[src/rtl/conv_ctrl_multi.sv]
// conv_ctrl_multi
//   APB register file that starts up to NUM_UNITS convolution engines and
//   measures how many cycles each run takes. Each unit has its own
//   start/done handshake, a saturating cycle counter, sticky DONE and OVF
//   bits (write-1-to-clear) and a maskable interrupt.
//
// Ports
//   CLK, RESET        clock and asynchronous active-high reset
//   PADDR..PWDATA     APB slave inputs (only PADDR[15:0] decoded)
//   PRDATA            registered read data, captured in the setup phase
//   PREADY            constant 1 (zero-wait transfers)
//   PSLVERR           access phase to an unmapped address
//   unit_start        one-cycle start pulse per engine
//   unit_done         per-engine completion, level or pulse
//   IRQ               OR of DONE & IRQ_MASK
//
// Register map
//   0x00 CTRL (WO, reads 0)   0x04 BUSY (RO)   0x08 DONE (W1C)
//   0x0C IRQ_MASK (RW)        0x10 OVF (W1C)   0x40+4*i COUNT[i] (RO)
//
// Per-unit state machine
//   state   | meaning
//   --------+-----------------------------------------------------------
//   ST_IDLE | engine not running; a CTRL start request launches a run
//   ST_RUN  | engine running; counter advances each cycle until done

module conv_ctrl_multi #(
    parameter int NUM_UNITS     = 4,
    parameter int COUNTER_WIDTH = 32
) (
    input  logic                 CLK,
    input  logic                 RESET,
    input  logic [31:0]          PADDR,
    input  logic                 PSEL,
    input  logic                 PENABLE,
    input  logic                 PWRITE,
    input  logic [31:0]          PWDATA,
    output logic [31:0]          PRDATA,
    output logic                 PREADY,
    output logic                 PSLVERR,
    output logic [NUM_UNITS-1:0] unit_start,
    input  logic [NUM_UNITS-1:0] unit_done,
    output logic                 IRQ
);

    typedef enum logic {
        ST_IDLE = 1'b0,
        ST_RUN  = 1'b1
    } unit_state_t;

    localparam logic [COUNTER_WIDTH-1:0] COUNT_MAX = '1;
    localparam logic [COUNTER_WIDTH-1:0] COUNT_ONE = COUNTER_WIDTH'(1);

    unit_state_t              state_q [NUM_UNITS];
    unit_state_t              state_d [NUM_UNITS];
    logic [COUNTER_WIDTH-1:0] count_q [NUM_UNITS];
    logic [COUNTER_WIDTH-1:0] count_d [NUM_UNITS];
    logic [NUM_UNITS-1:0]     start_q, start_d;
    logic [NUM_UNITS-1:0]     done_q, done_d;
    logic [NUM_UNITS-1:0]     ovf_q, ovf_d;
    logic [NUM_UNITS-1:0]     mask_q, mask_d;
    logic [31:0]              prdata_q, prdata_d;
    logic [NUM_UNITS-1:0]     busy;

    logic [15:0] addr;
    logic [3:0]  count_idx;
    logic        sel_ctrl, sel_busy, sel_done, sel_mask, sel_ovf, sel_count;
    logic        addr_mapped;
    logic        wr_en, rd_setup;
    logic [NUM_UNITS-1:0] start_req, done_w1c, ovf_w1c;
    logic [31:0] rdata;

    // Upper address bits are ignored by design; upper data bits are unused.
    logic unused_bits;
    assign unused_bits = ^{PADDR[31:16], PWDATA};

    // Address decode
    always_comb begin
        addr        = PADDR[15:0];
        count_idx   = addr[5:2];
        sel_ctrl    = (addr == 16'h0000);
        sel_busy    = (addr == 16'h0004);
        sel_done    = (addr == 16'h0008);
        sel_mask    = (addr == 16'h000C);
        sel_ovf     = (addr == 16'h0010);
        sel_count   = (addr[15:6] == 10'd1) && (addr[1:0] == 2'b00) &&
                      ({28'd0, count_idx} < 32'(NUM_UNITS));
        addr_mapped = sel_ctrl | sel_busy | sel_done | sel_mask | sel_ovf | sel_count;
    end

    always_comb begin
        wr_en     = PSEL & PENABLE & PWRITE;
        rd_setup  = PSEL & ~PENABLE & ~PWRITE;
        start_req = (wr_en && sel_ctrl) ? PWDATA[NUM_UNITS-1:0] : '0;
        done_w1c  = (wr_en && sel_done) ? PWDATA[NUM_UNITS-1:0] : '0;
        ovf_w1c   = (wr_en && sel_ovf)  ? PWDATA[NUM_UNITS-1:0] : '0;
        mask_d    = (wr_en && sel_mask) ? PWDATA[NUM_UNITS-1:0] : mask_q;
    end

    // Per-unit next state. Hardware sets are applied after the W1C clear so
    // a set on the same edge wins. A start only matters in ST_IDLE, so a
    // start that coincides with done on a busy unit is dropped.
    always_comb begin
        for (int i = 0; i < NUM_UNITS; i++) begin
            state_d[i] = state_q[i];
            count_d[i] = count_q[i];
            start_d[i] = 1'b0;
            done_d[i]  = done_q[i] & ~done_w1c[i];
            ovf_d[i]   = ovf_q[i] & ~ovf_w1c[i];
            busy[i]    = (state_q[i] == ST_RUN);

            case (state_q[i])
                ST_IDLE: begin
                    if (start_req[i]) begin
                        state_d[i] = ST_RUN;
                        start_d[i] = 1'b1;
                        count_d[i] = '0;
                        done_d[i]  = 1'b0;
                        ovf_d[i]   = 1'b0;
                    end
                end
                ST_RUN: begin
                    if (count_q[i] == COUNT_MAX) begin
                        ovf_d[i] = 1'b1;
                    end else begin
                        count_d[i] = count_q[i] + COUNT_ONE;
                    end
                    if (unit_done[i]) begin
                        state_d[i] = ST_IDLE;
                        done_d[i]  = 1'b1;
                    end
                end
                default: state_d[i] = ST_IDLE;
            endcase
        end
    end

    // Read mux; everything not explicitly driven reads 0.
    always_comb begin
        rdata = '0;
        if (sel_busy) begin
            rdata[NUM_UNITS-1:0] = busy;
        end else if (sel_done) begin
            rdata[NUM_UNITS-1:0] = done_q;
        end else if (sel_mask) begin
            rdata[NUM_UNITS-1:0] = mask_q;
        end else if (sel_ovf) begin
            rdata[NUM_UNITS-1:0] = ovf_q;
        end else if (sel_count) begin
            for (int i = 0; i < NUM_UNITS; i++) begin
                if (count_idx == 4'(i)) begin
                    rdata[COUNTER_WIDTH-1:0] = count_q[i];
                end
            end
        end
        prdata_d = rd_setup ? rdata : prdata_q;
    end

    always_ff @(posedge CLK or posedge RESET) begin
        if (RESET) begin
            for (int i = 0; i < NUM_UNITS; i++) begin
                state_q[i] <= ST_IDLE;
                count_q[i] <= '0;
            end
            start_q  <= '0;
            done_q   <= '0;
            ovf_q    <= '0;
            mask_q   <= '0;
            prdata_q <= '0;
        end else begin
            for (int i = 0; i < NUM_UNITS; i++) begin
                state_q[i] <= state_d[i];
                count_q[i] <= count_d[i];
            end
            start_q  <= start_d;
            done_q   <= done_d;
            ovf_q    <= ovf_d;
            mask_q   <= mask_d;
            prdata_q <= prdata_d;
        end
    end

    assign PRDATA     = prdata_q;
    assign PREADY     = 1'b1;
    assign PSLVERR    = PSEL & PENABLE & ~addr_mapped;
    assign unit_start = start_q;
    assign IRQ        = |(done_q & mask_q);

endmodule

[config.mk]
export PLATFORM = sky130hd
export DESIGN_NAME = conv_ctrl_multi
export DESIGN_NICKNAME = d
export VERILOG_FILES = /design/src/rtl/conv_ctrl_multi.sv
export SDC_FILE = /design/constraint.sdc
export NUM_CORES = 1
export LEC_CHECK = 0
export ABC_CLOCK_PERIOD_IN_PS = 9150
export CAP_MARGIN = 20
export CORE_MARGIN = 4
export CORE_UTILIZATION = 38
export CTS_CLUSTER_DIAMETER = 60
export CTS_CLUSTER_SIZE = 12
export DETAILED_ROUTE_END_ITERATION = 10
export SLEW_MARGIN = 20
export SYNTH_ARGS = -nofsm -noshare
export SYNTH_HDL_FRONTEND = slang
export SYNTH_SLANG_ARGS = --single-unit
[constraint.sdc]
create_clock -name CLK -period 9.15 [get_ports CLK]
set_clock_uncertainty 0.15 [all_clocks]
set_input_delay 1.3725 -clock CLK [delete_from_list [all_inputs] [get_ports CLK]]
set_output_delay 1.3725 -clock CLK [all_outputs]
set_load 0.05 [all_outputs]
==> run metrics, run 1 <==
ys async rst share=1.00; Synth Cell Area=0.0102 mm^2; Avg Vias per Cell=6.10; part of the cycle the worst path needs=0.607; Synth area leaders=dfrtp_1, mux2i_1, nand2_1; Initial Util=0.389; #FFs+latches synth=180; cts repair resizes=0; syn nets=1202; status=complete, no violations; CTS Buf Count=17; die area=0.0295 mm^2; post-route cell area=0.0117 mm^2; RSZ-0062 raised after global routing=false; Wirelength per Cell=19.4 um; Crit path largest cell delay=0.74 ns; Simple-Gate Fraction of Synth Area=0.247; Main synth FF type=dfrtp_1; number of synthesized flops with an enable pin=0; reg2reg setup slack=6.04 ns; CP Launch Type=primary input; first-pass GRT wire length=46700 um; Synth cell types=62; hold_ws=0.330 ns; htree depth=4; Slew HR=0.241; Pleak=4.38 nW; Row Count=59; final slew viol count=0; HPWL after DPL=21100 um; CTS root buf=clkbuf_16; largest net degree at the start of global routing=67; NumNets Final=1227; worst r2r path cells=5; worst-margin pin slew=1.14 ns; clk slew on worst S/H paths=0.07 ns; CP max FO=9; worst-path cell chain=clkdlybuf4s50_1 -> or4_1 -> or3_1 -> nor3_1 -> nor3_1 -> clkdlybuf4s50_1; Chip Height=172 um; worst setup path endpoint=PSLVERR; postcts setup bufs=0; Critical Path Slowest Stage Cell=clkdlybuf4s50_1; final hold violation count=0; GPL Wtd Cong=0.863; Buf/Inv on CP=2; Synth Warn #=0; CTS tree=done; dominant cell type by area after synthesis=dfrtp_1; Final ANT Viol Nets=0; VDD IR max=0.116 mV; pwr/cell area=143 mW/mm^2; clock tree buffer depth=2; Vias=9140; post-layout min period=5.55 ns; GR Overflow Total=0; Max-cap violations=0; mux contribution to synthesized area=0.0759; Worst-Skew Late Latency=0.44 ns; GRT Total Usage=0.198; combinational family with the most area after synthesis=simple AND/OR/NAND/NOR gates; final setup vio count=0; crit path kind=primary input to output port; WP depth=6; fraction of the mapped netlist area in compound gates=0.190; layout cells sized above 1=0.0610; vias in the first global route=8320; Post-DP Area=0.0111 mm^2; initial antenna violation count=0; Req. time, crit path=7.63 ns; number of DRC markers in iteration 0=954; Cells after Synth=1125; Core Box Area=0.0262 mm^2; area delta synth->final=14.8%; worst r2r src=count_q[8]; Setup crit start=PADDR[14]; Peak Freq=180 MHz; Setup crit end kind=output port; commonest non-fill, non-tap cell in the layout=dfrtp_1; RR Endpoint=count_q[11]; TritonRoute pass-1 iters=8; worst hold-check path type=flip-flop to flip-flop; IO Count=112; syn avg cell area=9.06 um^2; Clock Sinks=180; Port Buffers=66; Total Routed Length=29100 um; xor-xnor portion of the synthesized cell area=0.00602; Post-CTS Hold Fix Bufs=0; critical path arrival=4.03 ns; chip width=172 um; CP top delay family=simple AND/OR/NAND/NOR gates; share of the yosys chip area belonging to registers=0.442; top cell type's share of synthesized area=0.442; Adder-Cell Fraction of Synth Area=0.00491; TNS Setup=0 ns; final routed DRC violation total=0; Hold Startpoint=PRDATA[11]; commonest cells after routing, fill and taps aside=dfrtp_1, nand2_1, nand3_1; # diodes=0
-- worst min-delay path, cell delays in order (launching register included) --
cell and delay (ns):
dfrtp_1 0.34, nand2_1 0.05, o21ai_0 0.06
-- per-layer routing --
metal	share of wire	track usage	wire length (um)	vias up
met5	0	0	0	-
met4	0.017	0.0472	493	0
met3	0.061	0.0336	1770	37
met2	0.45	0.296	12900	300
met1	0.48	0.299	13900	4439
li1	-	-	-	4364
-- cell families after synthesis --
logic type | Yosys count
AO/OA/AOI/OAI | 286
multiplexers | 74
buffers and inverters | 89
flip-flops | 180
AND/OR/NAND/NOR | 484
XOR/XNOR | 7
adder cells (fa/ha/maj) | 4
other | 1
-- worst min-delay path by stage --
| stage | to | depth (start not counted) |
|---|---|---|
| global route | PRDATA[15] | 2 |
| floorplan | count_q[79] | 1 |
| CTS | PRDATA[11] | 2 |
| global placement | PRDATA[21] | 2 |
| detailed placement | PRDATA[11] | 2 |
| finish | PRDATA[11] | 2 |
-- synthesized netlist by cell type, types with 8 or more instances --
cell type and n:
or4_1 35, nand4_1 36, nor4_1 15, inv_1 17
and3_1 19, clkbuf_1 58, nor3_1 26, o21ai_0 64
nand2b_1 14, or3_1 25, dfrtp_1 180, o31ai_1 49
o211ai_1 25, nand2_1 145, buf_2 8, mux2i_1 66
and4_1 10, a221oi_1 32, a21oi_1 60, nand3_1 74
nor2_1 57
-- per-stage QoR --
stage / setup WS, ns / util / cells / total power, mW
2_1_floorplan: 2.74 / - / 1125 / 0.913
5_1_grt: 3.49 / 0.446 / 1498 / 1.73
6_report: 3.60 / 0.446 / 1498 / 1.67
3_5_place_dp: 3.61 / 0.424 / 1466 / 0.957
3_3_place_gp: 3.63 / 0.423 / 1466 / 0.955
4_1_cts: 3.60 / 0.446 / 1498 / 1.68
-- report_power, final --
part | internal [mW] | switching (mW) | total (mW)
logic | 0.0429 | 0.0644 | 0.107
clock network | 0.370 | 0.356 | 0.726
registers | 0.809 | 0.0246 | 0.834
-- cell type report --
type | instances | area, um^2
multi-input combinational | 856 | 5390
fill | 2496 | 14500
clock inverter | 14 | 136
inverter | 18 | 72.6
sequential | 180 | 4500
tap | 335 | 419
timing repair buffer | 77 | 738
clock buffer | 18 | 439
-- sequential cells by signal (all words and copies together) (netlist names) --
signal      count
ovf_q           4
PRDATA         32
done_q          4
unit_start      4
busy            4
mask_q          4
count_q       128
No activity file was read; power rests on OpenSTA's default activity.
==> run 2, diff against run 1 <==
- ABC_CLOCK_PERIOD_IN_PS: 9150 -> 4900
- clock period: 9.15 -> 4.9 ns (I/O delays scaled with it)
==> run 2 against run 1 <==
Clock power grew 120%. Design area grew 0.92%. First-iteration DRC count shrank 23%. Critical endpoint unchanged. Final cell count is the same.
==> run metrics, run 2 (synthesized netlist as in run 1, its figures left out) <==
hold depth=2 (unchanged); Chip Height=172 um (unchanged); worst r2r path cells=5 (unchanged); Post-CTS Hold Fix Bufs=0 (unchanged); Largest register FFs=128 (unchanged); worst slack at placement=0.736 ns (was 3.61 ns); final routed DRC violation total=0 (unchanged); Post-DP Area=0.0111 mm^2 (about the same); area delta synth->final=15.9% (was 14.8%); CP max FO=9 (unchanged); RR Endpoint=count_q[11] (unchanged); largest net degree at the start of global routing=181 (was 67); Clock Sinks=180 (unchanged); GPL Wtd Cong=0.889 (was 0.863); HPWL after DPL=20700 um (was 21100 um); GRT Total Usage=0.194 (was 0.198); CTS Buf Count=17 (unchanged); commonest non-fill, non-tap cell in the layout=dfrtp_1 (unchanged); IO Count=112 (unchanged); CTS root buf=clkbuf_16 (unchanged); postcts setup bufs=0 (unchanged); clock tree buffer depth=2 (unchanged); pwr/cell area=282 mW/mm^2 (was 143 mW/mm^2); VDD IR max=0.207 mV (was 0.116 mV); RSZ-0062 raised after global routing=false (unchanged); Final ANT Viol Nets=0 (unchanged); NumNets Final=1228 (was 1227); Setup crit end kind=output port (unchanged); TNS Setup=0 ns (unchanged); Pleak=4.44 nW (was 4.38 nW); total power draw=3.33 mW (was 1.67 mW); crit path kind=primary input to output port (unchanged); critical path arrival=3.29 ns (was 4.03 ns); Peak Freq=239 MHz; Total Routed Length=28500 um (was 29100 um); final worst slack=0.722 ns (was 3.60 ns); Hold Startpoint=PRDATA[10] (was PRDATA[11]); initial antenna violation count=0 (unchanged); Slew HR=0.306 (was 0.241); reg2reg setup slack=1.80 ns (was 6.04 ns); Worst Hold End=PRDATA[10] (was PRDATA[11]); die area=0.0295 mm^2 (unchanged); worst r2r src=count_q[9] (was count_q[8]); worst hold-check path type=flip-flop to flip-flop (unchanged); Initial Util=0.389 (unchanged); final hold violation count=0 (unchanged); chip width=172 um (unchanged); Vias=9034 (was 9140); cts repair resizes=0 (unchanged); vias in the first global route=8408 (was 8320); TritonRoute pass-1 iters=5 (was 8); clk slew on worst S/H paths=0.07 ns (about the same); post-layout min period=4.18 ns; worst-margin pin slew=1.04 ns (was 1.14 ns); number of DRC markers in iteration 0=733 (was 954); status=complete, no violations (unchanged); utilization after layout=0.450 (was 0.446); CP Launch Type=primary input (unchanged); part of the cycle the worst path needs=0.853; layout cells sized above 1=0.0610 (unchanged); Worst-Skew Late Latency=0.43 ns (was 0.44 ns); Avg Vias per Cell=6.03 (was 6.10); post-route cell area=0.0118 mm^2 (was 0.0117 mm^2); Req. time, crit path=4.01 ns (was 7.63 ns); Wirelength per Cell=19.0 um (was 19.4 um); final slew viol count=0 (unchanged); GR Overflow Total=0 (unchanged); htree depth=4 (unchanged); Row Count=59 (unchanged); Max-cap violations=0 (unchanged); final setup vio count=0 (unchanged); CTS tree=done (unchanged); # diodes=0 (unchanged); Core Box Area=0.0262 mm^2 (unchanged); commonest cells after routing, fill and taps aside=dfrtp_1, nand2_1, nand3_1 (unchanged); Port Buffers=66 (unchanged); first-pass GRT wire length=46000 um (was 46700 um); Top reg by flops=count_q (unchanged)
-- run 2: where the power goes --
group          leakage [nW]  switching, mW  internal (mW)  total, mW
clock network         0.326          0.625          0.943       1.57
registers              2.06         0.0459           1.51       1.56
logic                  2.05          0.121         0.0806      0.202
-- run 2: stage by stage --
| step | hold WS, ns | instances |
|---|---|---|
| final | 0.327 | 1498 |
| after global placement | 0.311 | 1467 |
| after detailed placement | 0.320 | 1467 |
| after CTS | 0.336 | 1498 |
| after global routing | 0.354 | 1498 |
| after floorplan | 0.315 | 1125 |
-- run 2: cell type report --
class | instances | area [um^2]
flip-flops and latches | 180 | 4500
well taps | 335 | 419
fillers | 2458 | 14400
clock inverters | 12 | 211
repair buffers | 78 | 758
inverters | 18 | 71.3
clock buffers | 19 | 453
multi-input cells | 856 | 5390
-- run 2: how the worst max path moves through the flow --
stage	startpoint	end	slack [ns]	cells past startpoint
2_1_floorplan	PADDR[2]	PSLVERR	1.40	5
3_3_place_gp	PADDR[14]	PSLVERR	0.72	6
3_5_place_dp	PADDR[14]	PSLVERR	0.74	6
4_1_cts	PADDR[14]	PSLVERR	0.73	6
5_1_grt	PADDR[7]	PSLVERR	0.61	6
6_report	PADDR[14]	PSLVERR	0.72	6
-- run 2: critical path, cell delays in order --
cell and delay, ns:
clkdlybuf4s50_1 0.39, or4_1 0.62, or3_1 0.56, nor3_1 0.22, nor3_1 0.06, clkdlybuf4s50_1 0.70
-- run 2: metal layers --
metal,share of wire,vias to the layer above,global-route usage
met1,0.50,4370,0.291
met5,0,-,0
li1,-,4345,-
met4,0.012,0,0.0465
met2,0.44,296,0.294
met3,0.053,23,0.0322
==> run 3, diff against run 2 <==
- CORE_ASPECT_RATIO: default -> 0.8
==> run 3 against run 2 <==
Setup slack worse by 0.030 ns. Clock power up 4%. Sequential share of layout area down 0.25 points. Sequential cell count unchanged. Critical path depth unchanged. Critical path type unchanged. Largest cell class unchanged. Worst hold slack about the same. Non-clock buffer count up 3.
==> run metrics, run 3 (synthesized netlist as in run 1, its figures left out) <==
status=complete, no violations (unchanged); crit path kind=primary input to output port (unchanged); uppermost routed layer=met5 (was met4); final routed DRC violation total=0 (unchanged); Worst-Skew Late Latency=0.44 ns (was 0.43 ns); GR Overflow Total=0 (unchanged); Largest register FFs=128 (unchanged); CTS root buf=clkbuf_16 (unchanged); CP max FO=9 (unchanged); IO Count=112 (unchanged); total power draw=3.39 mW (was 3.33 mW); Total Routed Length=31500 um (was 28500 um); die area=0.0295 mm^2 (about the same); met2 routed WL=13300 um (was 12500 um); clk slew on worst S/H paths=0.07 ns (about the same); commonest non-fill, non-tap cell in the layout=dfrtp_1 (unchanged); Post-CTS Hold Fix Bufs=0 (unchanged); area delta synth->final=16.6% (was 15.9%); utilization after layout=0.451 (was 0.450); Avg Vias per Cell=6.09 (was 6.03); vias in the first global route=8509 (was 8408); Max-cap violations=0 (unchanged); worst hold-check path type=flip-flop to flip-flop (unchanged); met1 WL=15700 um (was 14100 um); largest net degree at the start of global routing=151 (was 181); VDD IR max=0.212 mV (was 0.207 mV); post-layout min period=4.21 ns (was 4.18 ns); GPL Wtd Cong=0.849 (was 0.889); TNS Setup=0 ns (unchanged); CP Launch Type=primary input (unchanged); final worst slack=0.692 ns (was 0.722 ns); initial antenna violation count=1 (was 0); Top reg by flops=count_q (unchanged); Initial Util=0.387 (was 0.389); first-pass GRT wire length=50000 um (was 46000 um); Chip Height=154 um (was 172 um); Setup crit end kind=output port (unchanged); Crit path largest cell delay=0.70 ns (about the same); Pleak=4.45 nW (was 4.44 nW); CTS Buf Count=17 (unchanged); final hold violation count=0 (unchanged); Clock Sinks=180 (unchanged); NumNets Final=1231 (was 1228); cts repair resizes=0 (unchanged); clock tree buffer depth=2 (unchanged); # diodes=0 (unchanged); pwr/cell area=285 mW/mm^2 (was 282 mW/mm^2); Wirelength per Cell=20.6 um (was 19.0 um); Vias=9283 (was 9034); Slew HR=0.337 (was 0.306); layout cells sized above 1=0.0617 (was 0.0610); Placed Instances=1492 (was 1467); number of DRC markers in iteration 0=1011 (was 733); GRT Total Usage=0.212 (was 0.194); final slew viol count=0 (unchanged); final setup vio count=0 (unchanged); met3 WL=2110 um (was 1520 um); chip width=191 um (was 172 um); commonest cells after routing, fill and taps aside=dfrtp_1, nand2_1, nand3_1 (unchanged); RSZ-0062 raised after global routing=false (unchanged); part of the cycle the worst path needs=0.859 (was 0.853); HPWL after DPL=22500 um (was 20700 um); Critical Path Slowest Stage Cell=clkdlybuf4s50_1 (unchanged); post-route insts no fill=1524 (was 1498); Row Count=53 (was 59); post-route cell area=0.0119 mm^2 (was 0.0118 mm^2); Req. time, crit path=4.01 ns (about the same); postcts setup bufs=0 (unchanged); Final ANT Viol Nets=0 (unchanged); TritonRoute pass-1 iters=7 (was 5); worst-path cell chain=clkdlybuf4s50_1 -> or4_1 -> or3_1 -> nor3_1 -> nor3_1 -> clkdlybuf4s50_1 (unchanged); Peak Freq=238 MHz (was 239 MHz); hold_ws=0.326 ns (was 0.327 ns); CTS tree=done (unchanged); htree depth=4 (unchanged); Port Buffers=66 (unchanged); Core Box Area=0.0263 mm^2 (was 0.0262 mm^2); critical path arrival=3.32 ns (was 3.29 ns); worst slack at placement=0.709 ns (was 0.736 ns); Post-DP Area=0.0112 mm^2 (was 0.0111 mm^2); worst-margin pin slew=0.980 ns (was 1.04 ns)
==> run 3: metal layers <==
metal,global-route usage,vias to the layer above
met1,0.338,4570
met5,0,-
li1,-,4360
met4,0.0424,2
met3,0.0347,21
met2,0.302,330
==> run 3: area by class of cell <==
class | instances | area [um^2]
tap | 357 | 447
inverter | 18 | 71.3
sequential | 180 | 4500
clock buffer | 19 | 433
multi-input combinational | 856 | 5390
fill | 2535 | 14400
clock inverter | 13 | 254
timing repair buffer | 81 | 781
==> run 3: where the power goes <==
part / internal (mW) / switching, mW
Sequential: 1.51 / 0.0483
Clock: 1.01 / 0.615
Combinational: 0.0815 / 0.121
==> run 3: worst paths after layout <==
check | from | endpoint | slack (ns) | cells after the start
max | PADDR[14] | PSLVERR | 0.69 | 6
min | PRDATA[4] | PRDATA[4] | 0.33 | 2
max reg2reg | count_q[6] | count_q[11] | 1.68 | 5
min reg2reg | PRDATA[4] | PRDATA[4] | 0.33 | 2
max in group asynchronous | RESET | count_q[85] | 3.19 | 3
min in group asynchronous | RESET | unit_start[2] | 0.63 | 3
==> run 3: critical path: cells and delay by family <==
family | cells | cell delay [ns]
buf+inv | 2 | 1.10
simple gates | 4 | 1.49
